### config.mk
export PLATFORM = sky130hd
export DESIGN_NAME = task_ctrl_param
export DESIGN_NICKNAME = d
export VERILOG_FILES = /design/src/rtl/task_ctrl_param.sv
export SDC_FILE = /design/constraint.sdc
export NUM_CORES = 1
export LEC_CHECK = 0
export CORE_MARGIN = 3
export CORE_UTILIZATION = 49
export CTS_BUF_LIST = sky130_fd_sc_hd__clkbuf_4
export CTS_CLUSTER_DIAMETER = 30
export DETAILED_ROUTE_END_ITERATION = 6
export PLACE_DENSITY = 0.8
export SYNTH_ARGS = -nofsm -noshare
export SYNTH_HDL_FRONTEND = slang
export SYNTH_SLANG_ARGS = --single-unit
### constraint.sdc
create_clock -name CLK -period 2.65 [get_ports CLK]
set_input_delay 0.265 -clock CLK [delete_from_list [all_inputs] [get_ports CLK]]
set_output_delay 0.265 -clock CLK [all_outputs]
set_load 0.02 [all_outputs]
### src/rtl/task_ctrl_param.sv
// Per-task scheduler control block: decodes ops addressed to TASK_ID, tracks state, hits and priority.
// Define TASK_AGING_EN to enable READY-state priority aging (age counter); otherwise priority only changes via ops.
//
// state | meaning
// READY | runnable, presented to the priority sorter, priority ages
// SUSP  | suspended by scheduler
// WAIT  | blocked waiting on an event
// TERM  | terminated, absorbing until reset
// RUN   | currently executing
module task_ctrl_param #(
  parameter int TASK_ID    = 4,
  parameter int ID_W       = 4,
  parameter int PRIO_W     = 4,
  parameter int HIT_W      = 8,
  parameter int HIT_INIT   = 128,
  parameter int AGE_PERIOD = 10000
) (
  input  logic                   CLK,
  input  logic                   RST_N,
  input  logic                   op_valid,
  input  logic [15:0]            in_op,
  output logic [ID_W+PRIO_W-1:0] out_sorter,
  output logic [2:0]             state_o,
  output logic [HIT_W-1:0]       exe_hit_o,
  output logic                   op_err
);

  typedef enum logic [2:0] {
    ST_READY = 3'b000,
    ST_SUSP  = 3'b001,
    ST_WAIT  = 3'b010,
    ST_TERM  = 3'b011,
    ST_RUN   = 3'b100
  } state_t;

  localparam logic [ID_W-1:0]   ID_L     = ID_W'(TASK_ID);
  localparam logic [PRIO_W-1:0] PRIO_MAX = '1;

  state_t              state, state_nx;
  logic [PRIO_W-1:0]   prio, prio_nx;
  logic [HIT_W-1:0]    hit, hit_nx;
  logic                err_nx;
  logic                addressed, accept, age_clr;
  logic [3:0]          opcode, data;

  assign addressed = op_valid && (in_op[8 +: ID_W] == ID_L);
  assign opcode    = in_op[7:4];
  assign data      = in_op[3:0];

`ifdef TASK_AGING_EN
  localparam int               AGE_W    = (AGE_PERIOD > 2) ? $clog2(AGE_PERIOD) : 1;
  localparam logic [AGE_W-1:0] AGE_LAST = AGE_W'(AGE_PERIOD - 1);
  logic [AGE_W-1:0] age, age_nx;
  logic             unused_ok;
  assign unused_ok = ^in_op;
`else
  logic unused_ok;
  assign unused_ok = ^{in_op, accept, age_clr, 32'(AGE_PERIOD)};
`endif

  always_comb begin
    state_nx = state;
    prio_nx  = prio;
    hit_nx   = hit;
    err_nx   = 1'b0;
    accept   = 1'b0;
    age_clr  = 1'b0;
    if (addressed) begin
      if (state == ST_TERM) begin
        err_nx = 1'b1;
      end else begin
        unique case (opcode)
          4'h1: if (state == ST_SUSP || state == ST_WAIT) begin
                  state_nx = ST_READY; age_clr = 1'b1; accept = 1'b1;
                end else err_nx = 1'b1;
          4'h2: if (state == ST_READY || state == ST_RUN) begin
                  state_nx = ST_SUSP; accept = 1'b1;
                end else err_nx = 1'b1;
          4'h3: if (state == ST_READY || state == ST_RUN) begin
                  state_nx = ST_WAIT; accept = 1'b1;
                end else err_nx = 1'b1;
          4'h4, 4'hC: begin
                  state_nx = ST_TERM; accept = 1'b1;
                end
          4'h5: begin
                  prio_nx = PRIO_W'(data); age_clr = 1'b1; accept = 1'b1;
                end
          4'h6: begin
                  hit_nx = HIT_W'(data); accept = 1'b1;
                end
          4'h7: if (state == ST_READY && hit != '0) begin
                  state_nx = ST_RUN; hit_nx = hit - 1'b1; age_clr = 1'b1; accept = 1'b1;
                end else err_nx = 1'b1;
          4'hF: if (state == ST_RUN) begin
                  state_nx = (hit != '0) ? ST_READY : ST_TERM;
                  prio_nx  = '0;
                  accept   = 1'b1;
                end else err_nx = 1'b1;
          default: err_nx = 1'b1;
        endcase
      end
    end
`ifdef TASK_AGING_EN
    // An accepted op in the tick cycle swallows the tick and restarts the period.
    age_nx = age;
    if (age_clr) begin
      age_nx = '0;
    end else if (state == ST_READY) begin
      if (age == AGE_LAST) begin
        age_nx = '0;
        if (!accept && prio != PRIO_MAX) prio_nx = prio + 1'b1;
      end else begin
        age_nx = age + 1'b1;
      end
    end
`endif
  end

  always_ff @(posedge CLK or negedge RST_N) begin
    if (!RST_N) begin
      state      <= ST_READY;
      prio       <= '0;
      hit        <= HIT_W'(HIT_INIT);
      op_err     <= 1'b0;
      out_sorter <= '0;
`ifdef TASK_AGING_EN
      age        <= '0;
`endif
    end else begin
      state      <= state_nx;
      prio       <= prio_nx;
      hit        <= hit_nx;
      op_err     <= err_nx;
      out_sorter <= (state_nx == ST_READY) ? {ID_L, prio_nx} : '0;
`ifdef TASK_AGING_EN
      age        <= age_nx;
`endif
    end
  end

  assign state_o   = state;
  assign exe_hit_o = hit;

endmodule

### Word-level counts from Yosys, hierarchy flattened

Index checks and enable logic that the tools add are counted.

| word-level totals | value |
|---|---|
| flip-flop bits (word level) | 23 |
| latch bits | 0 |
| RAM bits | 0 |
| bits in read-only memories | 0 |
| input port bits | 19 |
| output and inout bits | 20 |
| memories | 0 |

| cells by class | value |
|---|---|
| add/sub/neg operators | 1 |
| $mul | 0 |
| divide/modulo/power cells | 0 |
| $lt $le $gt $ge | 0 |
| equality and inequality tests | 15 |
| shift operators | 0 |
| mux-type cells | 23 |
| bitwise logic cells | 1 |
| reduce and logical (&&, ||, !) cells | 12 |

Operator list:

| cell | number |
|---|---|
| $mux W3 | 7 |
| $eq A4 B3 Y1 const B | 5 |
| $pmux W3 S6 | 1 |
| $pmux W8 S2 | 1 |
| $mux W4 | 3 |
| $eq A4 B2 Y1 const B | 2 |
| $eq A4 B4 Y1 const B | 2 |
| $mux W8 | 1 |
| $pmux W4 S2 | 1 |
| $reduce_bool A8 Y1 | 1 |
| $sub A8 B1 Y8 const B | 1 |
| $mux W7 | 1 |
| $eq A3 B2 Y1 const B | 2 |
| $logic_not A3 Y1 | 2 |
| $mux W1 | 6 |
| $pmux W1 S5 | 1 |
| $eq A4 B1 Y1 const B | 1 |
| $reduce_and A4 Y1 | 1 |
| $reduce_or A2 Y1 | 2 |
| $reduce_or A4 Y1 | 1 |
| $eq A3 B1 Y1 const B | 1 |
| $eq A3 B3 Y1 const B | 1 |
| $logic_and A1 B1 Y1 | 2 |
| $logic_or A1 B1 Y1 | 2 |
| 4 further kinds | 4 |

### Depth between registers and ports, before layout

| depth | value |
|---|---|
| word-level depth | 8 |
| gate-level depth with buffers | 8 |
| depth with buffers taken out | 7 |

### Worst setup path before layout

No wires, ideal clock.

| timing | value |
|---|---|
| kind | flip-flop to flip-flop |
| start point | register hit[0], in the netlist exe_hit_o[0] |
| end point | register hit[6], in the netlist exe_hit_o[6] |
| arrival time | 2274 ps |
| required time | 2573 ps |
| setup slack | 298 ps |
| stages on the path, launching flop included | 8 |
| clock period less this slack | 2352 ps |
| cells stage by stage | dfrtp_1 inv_1 ha_1 nor3b_1 a2111o_1 a211o_1 or4_1 a21oi_1 |

| between the ends | value |
|---|---|
| cells in the longest elaborated chain, start to end | 4 |
| elaborated cells on any way between the ends | 7 |

RTL lines:

| what | line | source |
|---|---|---|
| from (decl) | 41 | `logic [HIT_W-1:0] hit, hit_nx;` |
| from (signal assigned) | 123 | `hit <= HIT_W'(HIT_INIT);` |
| from (signal assigned) | 132 | `hit <= hit_nx;` |
| parallel branches: the longest is 4 deep, another holds $sub A8 B1 Y8 | -- |  |

Parallel ways; which one is timed is not known. The select of a mux whose other input is x is not followed.
A chain may end at the register's enable or synchronous reset.

### Worst setup path after layout

Same ends and word-level chain as after synthesis.

==> metrics.md <==
| Metric | Value |
|---|---|
| Vias in the first global route | `1240` |
| Max transition margin | `0.3945` |
| Clk sink count | `21` |
| DIE WIDTH | `57.98 um` |
| Count of distinct cell types in the synthesized netlist | `45` |
| Total DRC errors in the routed layout | `0` |
| Leakage power total | `0.6702 nW` |
| Worst hold-check path type | `in2async` |
| Largest net degree at the start of global routing | `22` |
| Most area-hungry cell type in the Yosys netlist | `dfrtp_1` |
| First-pass iteration count of the detailed router | `4` |
| Top-area cell type share of the netlist area | `0.3781` |
| Outcome | `finished clean` |
| Number of H-tree levels | `1` |
| Number of violations reported at the end of detailed-routing iteration 0 | `45` |
| Buffer type at the clock tree root | `clkbuf_4` |
| Count of flip-flops with a built-in enable after synthesis | `0` |
| Number of failing setup endpoints in the final timing report | `0` |
| Count of mapped cells out of synthesis | `150` |
| CTS Buf Count | `3` |
| Maximum net fanout on the critical path | `8` |
| Pins over their slew limit | `0` |
| Post-CTS Setup Repair Bufs | `0` |
| Worst vdd rail ir drop | `395.9 uV` |
| Core occupancy in the finished layout | `0.6617` |
| Most common flop cell mapped by yosys | `dfrtp_1` |
| Placer Congestion | `0.8111` |
| Vias after detailed routing | `1264` |
| Vias/cell | `6.077` |
| Resized cells post-CTS | `0` |
| Final Power | `0.0007525 W` |
| Number of max-cap violations | `0` |
| Final Hold Viols | `0` |
| Antenna-violating nets left | `0` |
| Type of element launching the critical path | `flip-flop` |
| Required time at the endpoint of the critical path | `2.89 ns` |
| Die Outline Area | `0.003361 mm^2` |
| Layout filler cell count | `212` |
| Antenna violations before repair | `0` |
| Cts-stage hold buffer count | `0` |
| Total Routed Length | `3234 um` |
| Longest Clk Path Bufs | `2` |
| Clock-pin transition on the worst setup and hold timing paths | `0.12 ns` |
| Post-route setup TNS | `0 ns` |
| Final net count | `200` |
| Ys Warns | `0` |
| Post-Synthesis Cell Area | `0.001324 mm^2` |
| Global-route congestion overflow total | `0` |
| Highest-count cells in the layout ignoring fill and taps | `31 x clkdlybuf4s50_1, 20 x dfrtp_1, 12 x nor2_1` |
| Clock tree skew after final layout | `0.004450 ns` |
| Most common cell after layout, fill and taps aside | `clkdlybuf4s50_1` |
| Async set-reset flop share out of synthesis | `1.000` |
| Number of storage elements in the synthesis netlist | `21` |
| Pin slew with the least headroom to its limit | `0.9055 ns` |
| Latest clock arrival within the worst-skew pair | `0.31 ns` |
| Count of boundary I/O pins | `39` |
| Starting Density | `0.5248` |
| Tot GR Track Use | `0.2067` |
| Post-layout min period | `2.406 ns` |
| Element type at the critical path end | `flip-flop` |
| Share of cells above drive strength 1 | `0.05618` |
| Maximum clock frequency | `415.6 MHz` |
| Crit path kind | `reg2reg` |
| Drt wl/cell | `15.55 um` |
| Min Hold Slack | `0.4503 ns` |
| Register-to-Register Setup Slack | `0.24 ns` |
| Period utilisation layout | `0.9079` |
| Vertical die dimension | `57.98 um` |
| Avg Synthesized Cell Area | `8.825 um^2` |
| PwrDens | `450.9 mW/mm^2` |
| Count of input and output buffers | `31` |
| Dominant cells by area after synthesis | `dfrtp_1 38%, nor3b_1 4.0%, a21oi_1 3.4%` |
| Number of inserted diodes | `0` |
| TritonCTS clock tree | `built` |
| Row count | `18` |
| Arrival time of data at the critical path endpoint | `2.65 ns` |
| First-pass GRT wire length | `5602 um` |
| Area added between synthesis and finish | `26.09%` |
| Sequential area share after synthesis | `0.3979` |
| Final HPWL DP | `2468 um` |
| Core area | `0.002522 mm^2` |
| Setup repair after global routing missed its margin | `false` |
[stage by stage]
step                setup WS (ns)  cell area [um^2]  std cells
finish                     0.2440              1669        208
detailed placement         0.2093              1639        204
floorplan                  0.2983              1331        152
global placement           0.3067              1639        204
CTS                        0.2493              1669        208
global route               0.1106              1669        208
[cell usage after synthesis (3+ instances only)]
library cell	count
dfrtp_1	20
nor2_1	12
a21oi_1	9
inv_1	7
nor3b_1	7
nand2_1	6
o21ai_0	6
clkbuf_1	5
nor3_1	5
o31ai_1	5
a22o_1	4
nand2b_1	4
nand3_1	4
nor2b_1	4
or4_1	4
buf_4	3
o221ai_1	3
or2_2	3
[path summary, 6_finish.rpt]
| kind | startpoint | end | cells after the start |
|---|---|---|---|
| min in group CLK | prio[3] | prio[3] | 1 |
| hold reg to reg | prio[3] | prio[3] | 1 |
| setup reg to reg | exe_hit_o[0] | exe_hit_o[6] | 7 |
| max in group asynchronous | RST_N | state_o[1] | 1 |
| hold / removal | RST_N | op_err | 1 |
| setup / recovery | exe_hit_o[0] | exe_hit_o[6] | 7 |
[cells by family (layout without fill, tap and decap cells)]
group	after synthesis	count (layout)	share of synthesized area
xor+xnor	2	2	0.01323
compound gates	44	44	0.2363
flops	21	21	0.3979
fa+ha+maj	2	2	0.01890
simple gates	62	62	0.2694
buf+inv	18	44	0.06144
other cells	1	3	0.002833
[flip-flops by register name, indices dropped and copies added, names as in the netlist]
signal	flops
prio	4
exe_hit_o	8
out_sorter	5
op_err	1
state_o	3
[layout make-up]
cell class                 instances  area (um^2)  area share
multi-input combinational        113        723.2      0.4333
sequential                        21        526.8      0.3156
timing repair buffer              33        325.3      0.1949
tap                               30        37.54     0.02249
inverter                           7        26.28     0.01574
clock buffer                       3        22.52     0.01349
clock inverter                     1        7.507    0.004498
[where the power goes]
group	switching, W	internal, W
Sequential	0.0000302	0.000342
Combinational	0.000119	0.000103
Clock	0.000101	0.0000575
[layer usage]
metal  global-route usage  vias up  part of all wire  routed length [um]
met1               0.2722      603              0.44                1419
met5                    0        -                 0                   0
met4              0.03311        0            0.0046                  15
li1                     -      611                 -                   -
met2               0.3468       48              0.48                1552
met3              0.05568        2             0.076                 246
[critical path: stages, from the launching register on]
cell	delay, ns
dfrtp_1	0.42
inv_1	0.08
ha_1	0.19
nor3b_1	0.16
a2111o_1	0.44
a211o_1	0.39
or4_1	0.50
a21oi_1	0.16
Note: power is estimated with default switching activity, not from simulation.
